$ cat config.mk
export PLATFORM = sky130hd
export DESIGN_NAME = fht_bitrev_loader
export DESIGN_NICKNAME = d
export VERILOG_FILES = /design/src/rtl/fht_loader_pkg.sv /design/src/rtl/fht_bitrev_loader.sv
export SDC_FILE = /design/constraint.sdc
export NUM_CORES = 1
export LEC_CHECK = 0
export CAP_MARGIN = 10
export CORE_MARGIN = 10
export CORE_UTILIZATION = 55
export DETAILED_ROUTE_END_ITERATION = 10
export PLACE_DENSITY = 0.85
export REMOVE_ABC_BUFFERS = 1
export SYNTH_ARGS = -nofsm -noshare
export SYNTH_HDL_FRONTEND = slang
export SYNTH_SLANG_ARGS = --single-unit
$ cat constraint.sdc
create_clock -name iCLK -period 9.4 [get_ports iCLK]
set_input_delay 2.82 -clock iCLK [delete_from_list [all_inputs] [get_ports iCLK]]
set_output_delay 2.82 -clock iCLK [all_outputs]
set_load 0.02 [all_outputs]
$ cat src/rtl/fht_loader_pkg.sv
// Shared types and helpers for the FHT bit-reverse frame loader.
// Contents:
//   state_t    - loader FSM states (IDLE, FILL, STREAM, FIN)
//   f_bit_rev  - reverses the low w bits of a row index
//   f_clog2    - ceil(log2(x)), used for the bank counter width
//   f_depth    - frame depth in rows for a given row-address width
package fht_loader_pkg;

    typedef enum logic [1:0] {
        IDLE   = 2'd0,
        FILL   = 2'd1,
        STREAM = 2'd2,
        FIN    = 2'd3
    } state_t;

    // Reverse bit order of the low w bits of x; bits at and above w are returned as 0.
    function automatic logic [31:0] f_bit_rev(input logic [31:0] x, input int unsigned w);
        logic [31:0] r;
        r = '0;
        for (int unsigned i = 0; i < 32; i++) begin
            if (i < w) begin
                r[5'(i)] = x[5'(w - 1 - i)];
            end
        end
        return r;
    endfunction

    function automatic int unsigned f_clog2(input int unsigned x);
        return $clog2(x);
    endfunction

    function automatic int unsigned f_depth(input int unsigned a_bit);
        return 32'd1 << a_bit;
    endfunction

endpackage

$ cat src/rtl/fht_bitrev_loader.sv
// Copies one FHT result frame from a BANKS-bank source RAM into the serial
// input of the next FHT/IFHT stage. Each source row is read once (linear or
// bit-reversed row order), buffered, and written out one bank per clock,
// gap-free across rows.
//
// Optional build macro: FHT_LOADER_SCALE_EN
//   defined   - output word is scaled by 1/N (N = BANKS * 2**A_BIT) with
//               round-half-up and positive saturation; one extra register
//               on the write side (writes and oDONE one cycle later).
//   undefined - output word is the source word sign-extended by EXT_BIT.
//
// Ports:
//   iCLK      clock
//   iRESET    synchronous reset, active low
//   iSTART    one-cycle start pulse (ignored while oBUSY)
//   iBITREV   row order select, captured with an accepted iSTART
//   oRD_ADDR  source row address shared by all banks
//   iRD_DATA  source row, bank k at [k*D_BIT +: D_BIT], RD_LAT clocks after oRD_ADDR
//   oWE       one-hot destination bank write enable
//   oWR_ADDR  destination row (linear)
//   oWR_DATA  destination word, D_BIT+EXT_BIT wide
//   oBUSY     transfer in progress (FILL, STREAM, FIN)
//   oDONE     one-cycle pulse after the last write
module fht_bitrev_loader
    import fht_loader_pkg::*;
#(
    parameter int unsigned D_BIT   = 18,
    parameter int unsigned EXT_BIT = 0,
    parameter int unsigned A_BIT   = 8,
    parameter int unsigned BANKS   = 4,
    parameter int unsigned RD_LAT  = 2
) (
    input  logic                     iCLK,
    input  logic                     iRESET,
    input  logic                     iSTART,
    input  logic                     iBITREV,
    output logic [A_BIT-1:0]         oRD_ADDR,
    input  logic [BANKS*D_BIT-1:0]   iRD_DATA,
    output logic [BANKS-1:0]         oWE,
    output logic [A_BIT-1:0]         oWR_ADDR,
    output logic [D_BIT+EXT_BIT-1:0] oWR_DATA,
    output logic                     oBUSY,
    output logic                     oDONE
);

    localparam int unsigned DEPTH = f_depth(A_BIT);
    localparam int unsigned CB    = f_clog2(BANKS);
    localparam int unsigned OW    = D_BIT + EXT_BIT;

    localparam logic [CB-1:0]    PH_LAST  = CB'(BANKS - 1);
    localparam logic [CB-1:0]    PH_CAP   = CB'(RD_LAT);
    localparam logic [A_BIT-1:0] ROW_LAST = A_BIT'(DEPTH - 1);

    state_t             state;
    state_t             next_state;

    logic [CB-1:0]      ph;        // cycle phase within a row period, counted from the start edge
    logic [A_BIT-1:0]   rd_row;    // last destination row whose source read was issued
    logic               bitrev_q;
    logic [CB-1:0]      wr_bank;
    logic [A_BIT-1:0]   wr_row;
    logic [D_BIT-1:0]   row_buf [BANKS];

    logic               start_c;
    logic               issue_c;
    logic               capture_c;
    logic               write_c;
    logic               done_c;

    // First write-side register stage
    logic [BANKS-1:0]   we_q;
    logic [A_BIT-1:0]   addr_q;
    logic [OW-1:0]      word_q;
    logic               done_q;

    // Destination row j -> source row
    function automatic logic [A_BIT-1:0] f_row_map(input logic [A_BIT-1:0] j, input logic rev);
        return rev ? A_BIT'(f_bit_rev(32'(j), A_BIT)) : j;
    endfunction

    // State register
    always_ff @(posedge iCLK) begin
        if (!iRESET) begin
            state <= IDLE;
        end else begin
            state <= next_state;
        end
    end

    // Next state and per-cycle control strobes.
    // Reads go out on the last phase of each row period so that the row
    // lands exactly when the previous row's last bank is being written;
    // the capture phase RD_LAT lines up with write bank BANKS-1.
    always_comb begin
        next_state = state;
        start_c    = 1'b0;
        issue_c    = 1'b0;
        capture_c  = 1'b0;
        write_c    = 1'b0;
        done_c     = 1'b0;
        case (state)
            IDLE: begin
                if (iSTART) begin
                    start_c    = 1'b1;
                    next_state = FILL;
                end
            end
            FILL: begin
                issue_c = (ph == PH_LAST) && (rd_row != ROW_LAST);
                if (ph == PH_CAP) begin
                    capture_c  = 1'b1;
                    next_state = STREAM;
                end
            end
            STREAM: begin
                write_c   = 1'b1;
                issue_c   = (ph == PH_LAST) && (rd_row != ROW_LAST);
                capture_c = (ph == PH_CAP) && (wr_row != ROW_LAST);
                if ((wr_row == ROW_LAST) && (wr_bank == PH_LAST)) begin
                    next_state = FIN;
                end
            end
            FIN: begin
                done_c     = 1'b1;
                next_state = IDLE;
            end
            default: begin
                next_state = IDLE;
            end
        endcase
    end

    // Counters, read address and first write stage
    always_ff @(posedge iCLK) begin
        if (!iRESET) begin
            ph       <= '0;
            rd_row   <= '0;
            bitrev_q <= 1'b0;
            wr_bank  <= '0;
            wr_row   <= '0;
            oRD_ADDR <= '0;
            oBUSY    <= 1'b0;
            we_q     <= '0;
            addr_q   <= '0;
            word_q   <= '0;
            done_q   <= 1'b0;
        end else begin
            oBUSY  <= (next_state != IDLE);
            ph     <= start_c ? '0 : ph + CB'(1);
            we_q   <= '0;
            done_q <= done_c;

            if (start_c) begin
                bitrev_q <= iBITREV;
                rd_row   <= '0;
                oRD_ADDR <= f_row_map('0, iBITREV);
                wr_bank  <= '0;
                wr_row   <= '0;
            end

            if (issue_c) begin
                rd_row   <= rd_row + A_BIT'(1);
                oRD_ADDR <= f_row_map(rd_row + A_BIT'(1), bitrev_q);
            end

            if (write_c) begin
                we_q    <= BANKS'(1) << wr_bank;
                addr_q  <= wr_row;
                word_q  <= OW'($signed(row_buf[wr_bank]));
                wr_bank <= wr_bank + CB'(1);
                // Row counter stops on the last row instead of wrapping
                if ((wr_bank == PH_LAST) && (wr_row != ROW_LAST)) begin
                    wr_row <= wr_row + A_BIT'(1);
                end
            end
        end
    end

    // Row buffer: the write stage reads the old row on the capture edge
    always_ff @(posedge iCLK) begin
        if (capture_c) begin
            for (int k = 0; k < int'(BANKS); k++) begin
                row_buf[k] <= iRD_DATA[k*D_BIT +: D_BIT];
            end
        end
    end

`ifdef FHT_LOADER_SCALE_EN
    localparam int unsigned S = A_BIT + CB;
    localparam logic [OW-1:0] RND     = OW'(64'd1 << (S - 1));
    localparam logic [OW-1:0] POS_MAX = {1'b0, {(OW-1){1'b1}}};

    // Round-half-up divide by 2**S; a positive input that overflows on the
    // rounding add is clamped to the largest positive value before the shift.
    function automatic logic [OW-1:0] f_scale(input logic [OW-1:0] x);
        logic [OW-1:0] sum;
        sum = x + RND;
        if (!x[OW-1] && sum[OW-1]) begin
            sum = POS_MAX;
        end
        return OW'($signed(sum) >>> S);
    endfunction

    // Scaling register stage
    always_ff @(posedge iCLK) begin
        if (!iRESET) begin
            oWE      <= '0;
            oWR_ADDR <= '0;
            oWR_DATA <= '0;
            oDONE    <= 1'b0;
        end else begin
            oWE      <= we_q;
            oWR_ADDR <= addr_q;
            oWR_DATA <= f_scale(word_q);
            oDONE    <= done_q;
        end
    end
`else
    assign oWE      = we_q;
    assign oWR_ADDR = addr_q;
    assign oWR_DATA = word_q;
    assign oDONE    = done_q;
`endif

endmodule
# --- Word level (Yosys, flattened, before mapping) ---
# Memory sizes are Yosys's and may differ from the RTL's. A register that Yosys moved wholly into a read port is not among the register bits.
# Index checks and enable logic that the tools add are counted.
totals:
  n_memories: 1
  inputBits: 76
  ram_bits: 72
  reg_bits: 45
  word_cells: 61
  out_inout_bits: 40
mem_list:
  columns: ["memory", "depth", "width", "read_ports", "rd_clocked_by_memory_dff", "wr", "line", "text"]
  rows:
  - ["row_buf", 4, 18, 1, 1, 4, "fht_bitrev_loader.sv:62", "logic [D_BIT-1:0] row_buf [BANKS];"]
classes:
  reduce_logical: 12
  muxes: 22
  n_shift: 1
  eq_ne: 9
  bitwise: 1
  add_sub_neg: 4
op_table:
  columns: ["cell", "count"]
  rows:
  - ["$mux W8", 7]
  - ["$add A8 B1 Y8 const B", 2]
  - ["$ne A8 B8 Y1 const B", 2]
  - ["$eq A2 B2 Y1 const B", 5]
  - ["$mux W2", 5]
  - ["$eq A8 B8 Y1 const B", 1]
  - ["$mux W1", 8]
  - ["$pmux W2 S4", 1]
  - ["$reduce_bool A2 Y1", 3]
  - ["$add A2 B1 Y2 const B", 2]
  - ["$logic_and A1 B1 Y1", 4]
  - ["$reduce_or A2 Y1", 2]
  - ["$shl A1 B2 Y4 const A", 1]
  - ["$eq A2 B1 Y1 const B", 1]
  - ["$logic_not A2 Y1", 1]
  - ["$pmux W1 S2", 1]
  - ["$reduce_and A2 Y1", 1]
  - ["$logic_not A1 Y1", 1]
  - ["$not A1 Y1", 1]

# --- Longest topological paths before layout ---
depth:
  word_depth: 5
  ltp_mapped: 7
  depth_no_buf: 6

# --- Worst setup path before layout ---
# No wires, ideal clock.
synth_path:
  path_kind: "register to register"
  start: "reg state[0]"
  end: "mem row_buf[0][0] (enable)"
  n_path_buf: 2
  path_stages_with_launch: 7
  t_required_ns: 8.898
  period_less_slack_ns: 4.564
  setup_time_ns: 0.502
  path_slack_ns: 4.836
  arrival_ns: 4.061
  cell_sequence: "dfxtp_1 inv_1 ha_1 buf_2 buf_2 a21oi_1 nor2_1"
synth_lines:
  columns: ["element", "line", "text"]
  rows:
  - ["start, declared", "fht_bitrev_loader.sv:54", "state_t state;"]
  - ["start signal, assigned", "fht_bitrev_loader.sv:86", "state <= next_state;"]
  - ["end, declared", "fht_bitrev_loader.sv:62", null]

# --- Worst setup path after layout ---
layout_path:
  start: "reg word_q[17], in the netlist oWR_DATA[17], read port of row_buf"
  end: "out oWR_DATA[17]"
layout_lines:
  columns: ["element", "line", "text"]
  rows:
  - ["start, declared", "fht_bitrev_loader.sv:73", "logic [OW-1:0] word_q;"]
  - ["end, declared", "fht_bitrev_loader.sv:41", "output logic [D_BIT+EXT_BIT-1:0] oWR_DATA,"]
# No word-level cell between the ends.

==> results.md <==
* Status: finished clean
* Cell with the most instances after synthesis: edfxtp_1
* Total power at 0.001337 W
* Die area at 14310 um^2
* Tcrit/Tclk final at 0.4642
* Post-Syn Instances at 390
* Dominant cell type by area after synthesis: edfxtp_1
* Vias in the first global route at 3892
* Cell area after synthesis at 5460 um^2
* Row count at 36
* Yosys reg bits at 135
* Die width at 119.6 um
* Clock buffer depth at 2
* Gr busiest metal: met2
* Hold_buf cts at 0
* Post-synth EDFFs at 72
* Global-route wire length before repair at 20780 um
* Syn Area/Cell at 14.00 um^2
* Max VDD drop at 0.0001484 V
* Die height at 119.6 um
* TritonCTS clock tree: yes
* Top post-synthesis cells by count: 72 x edfxtp_1, 63 x dfxtp_1, 27 x mux2i_1, 27 x nor2b_1, 19 x nand2_1
* Dpl ws at 4.775 ns
* WP buf/inv at 1
* Maximum net fanout on the critical path at 2
* Core Box Area at 9729 um^2
* Finished Layout Cells at 654
* HPWL after detailed placement at 8467 um
* Post-synth top flop: edfxtp_1
* PD cells at 183.8 nW/um^2
* Setup Skew at 0.01102 ns
* Final ANT Viol Nets at 0
* DP Area at 6690 um^2
* CP Data Arrival Time at 1.54 ns
* Ratio of cells with drive above 1 in the final layout at 0.1209
* Clock sink count at 135
* GRT met2 Usage at 0.3205
* Register area share after synthesis at 0.6269
* Final Setup Violations at 0
* Residual DRC at 0
* Synth top area cells: edfxtp_1 40%, dfxtp_1 23%, mux4_2 7.4%, mux2i_1 4.9%, nor2b_1 3.1%
* Vias per cell at 5.576
* WL per Instance at 19.64 um
* Static leakage at 2.443 nW
* Area Overhead vs Synth at 33.16%
* Max-cap violations at 0
* Max Slew Vio Count at 0
* N_diodes at 0
* IO Pins at 116
* PnR worst setup slack at 5.037 ns
* Via Count at 3647
* Cts bufs inserted at 17
* Resize count post-CTS at 0
* Crit. End Element: primary output
* Max Freq at 229.2 MHz
* GRT Residual Overflow at 0
* Post-synth top area share at 0.3960
* Worst-path clk slew at 0.06 ns
* Largest net degree at the start of global routing at 73
* Top Family by Delay on Critical Path: buffers and inverters
* Drt total wl at 12850 um
* Global Route met3 Usage at 0.08814
* Ys async rst share at 0
* Critical Path Max Stage Delay at 0.66 ns
* Critical path data required time at 6.58 ns
* Tightest Hold Check Type: flop to flop
* Initial Util at 0.5612
* Met1 Use GR at 0.1964
* Worst slew pin tran at 1.169 ns
* Placed Instances at 622
* Critical path class: flop to primary output
* Final Hold Fails at 0
* Crit path time final at 4.363 ns
* RSZ-0062 raised after global routing: false
* Post-route cell area at 7271 um^2
* Clock Latency Late Sink at 0.52 ns
* Crit start category: flop
* Clk root buf: clkbuf_8
* Yosys warnings at 0
* Global Route Usage Sum at 0.1860
* Slowest CP cell: clkdlybuf4s50_1
* FILL cells at 579
* CP cell instances: clkdlybuf4s50_1
* Yosys cell types at 50
* Post-CTS setup buffers at 0
* # port buffers at 115
* Fin nets at 594
* Antenna violations before repair at 0
* Slew headroom at 0.2193
* Setup TNS at 0 ns
* Routability cong. at 0.8368
* DR iter-0 viols at 211
* H-tree depth at 4
* DR pass1 iterations at 4
==> power breakdown <==
group	internal (W)	leakage, nW	switching (W)
clock	0.000387	0.275	0.000250
sequential	0.000625	1.16	0.00000458
combinational	0.0000416	1.01	0.0000280
==> per-layer routing <==
metal,vias up,routed length [um],part of all wire
met5,-,0,0
met4,0,188,0.015
met3,15,1117,0.087
met2,145,6781,0.53
met1,1781,4758,0.37
li1,1706,-,-
==> final cells by class <==
type	count	area (um^2)	area share
Inverter	9	33.78	0.004646
Multi-Input combinational cell	228	1899	0.2612
Clock buffer	19	431.7	0.05937
Timing Repair Buffer	117	1166	0.1604
Sequential cell	135	3425	0.4710
Clock inverter	13	148.9	0.02048
Tap cell	133	166.4	0.02289
==> registers in the layout (all words and copies together) (netlist names) <==
name      flops
oWE           4
wr_bank       2
rd_row        8
row_buf      72
oWR_DATA     18
oRD_ADDR      8
oWR_ADDR      8
oBUSY         1
ph            2
state         2
bitrev_q      1
wr_row        8
oDONE         1
==> worst paths after layout <==
path,start,endpoint,slack [ns],depth (start not counted)
worst max-delay path,oWR_DATA[17],oWR_DATA[17],5.04,1
worst min-delay path,ph[0],ph[0],0.45,1
worst max register to register,state[0],row_buf[2][9],6.53,5
worst min register to register,ph[0],ph[0],0.45,1
==> placed cells by master (no fill, tap or decap), types with 3 or more instances in the layout <==
master and n:
a21boi_1 3, a21o_1 5, a21oi_1 9, a32o_1 3, and2_1 7, and3_1 7
and4_1 3, clkbuf_16 16, clkdlybuf4s50_1 115, clkinv_4 5, clkinvlp_4 3, dfxtp_1 62
edfxtp_1 72, ha_1 9, inv_1 9, mux2i_1 27, mux4_2 18, nand2_1 19
nand3_1 14, nand4_1 4, nor2_1 11, nor2b_1 27, nor3_1 4, nor3b_1 3
o21a_1 3, o21ai_0 7, o21ai_1 5, o22ai_1 3, o2bb2ai_1 3
==> stage by stage <==
step	utilization	hold slack [ns]
after floorplan	-	0.4173
after global placement	0.6876	0.4292
after detailed placement	0.6876	0.4386
after CTS	0.7473	0.4522
after global routing	0.7473	0.4808
final	0.7473	0.4455
==> logic make-up after synthesis <==
| group | count (synthesis) | synth area share |
|---|---|---|
| flip-flops | 135 | 0.6269 |
| multiplexers | 47 | 0.1279 |
| AND/OR/NAND/NOR | 108 | 0.1095 |
| XOR/XNOR | 4 | 0.006417 |
| AO/OA/AOI/OAI | 59 | 0.07929 |
| adder cells (fa/ha/maj) | 10 | 0.02291 |
| buffers and inverters | 27 | 0.02704 |
Note: power is estimated with default switching activity, not from simulation.
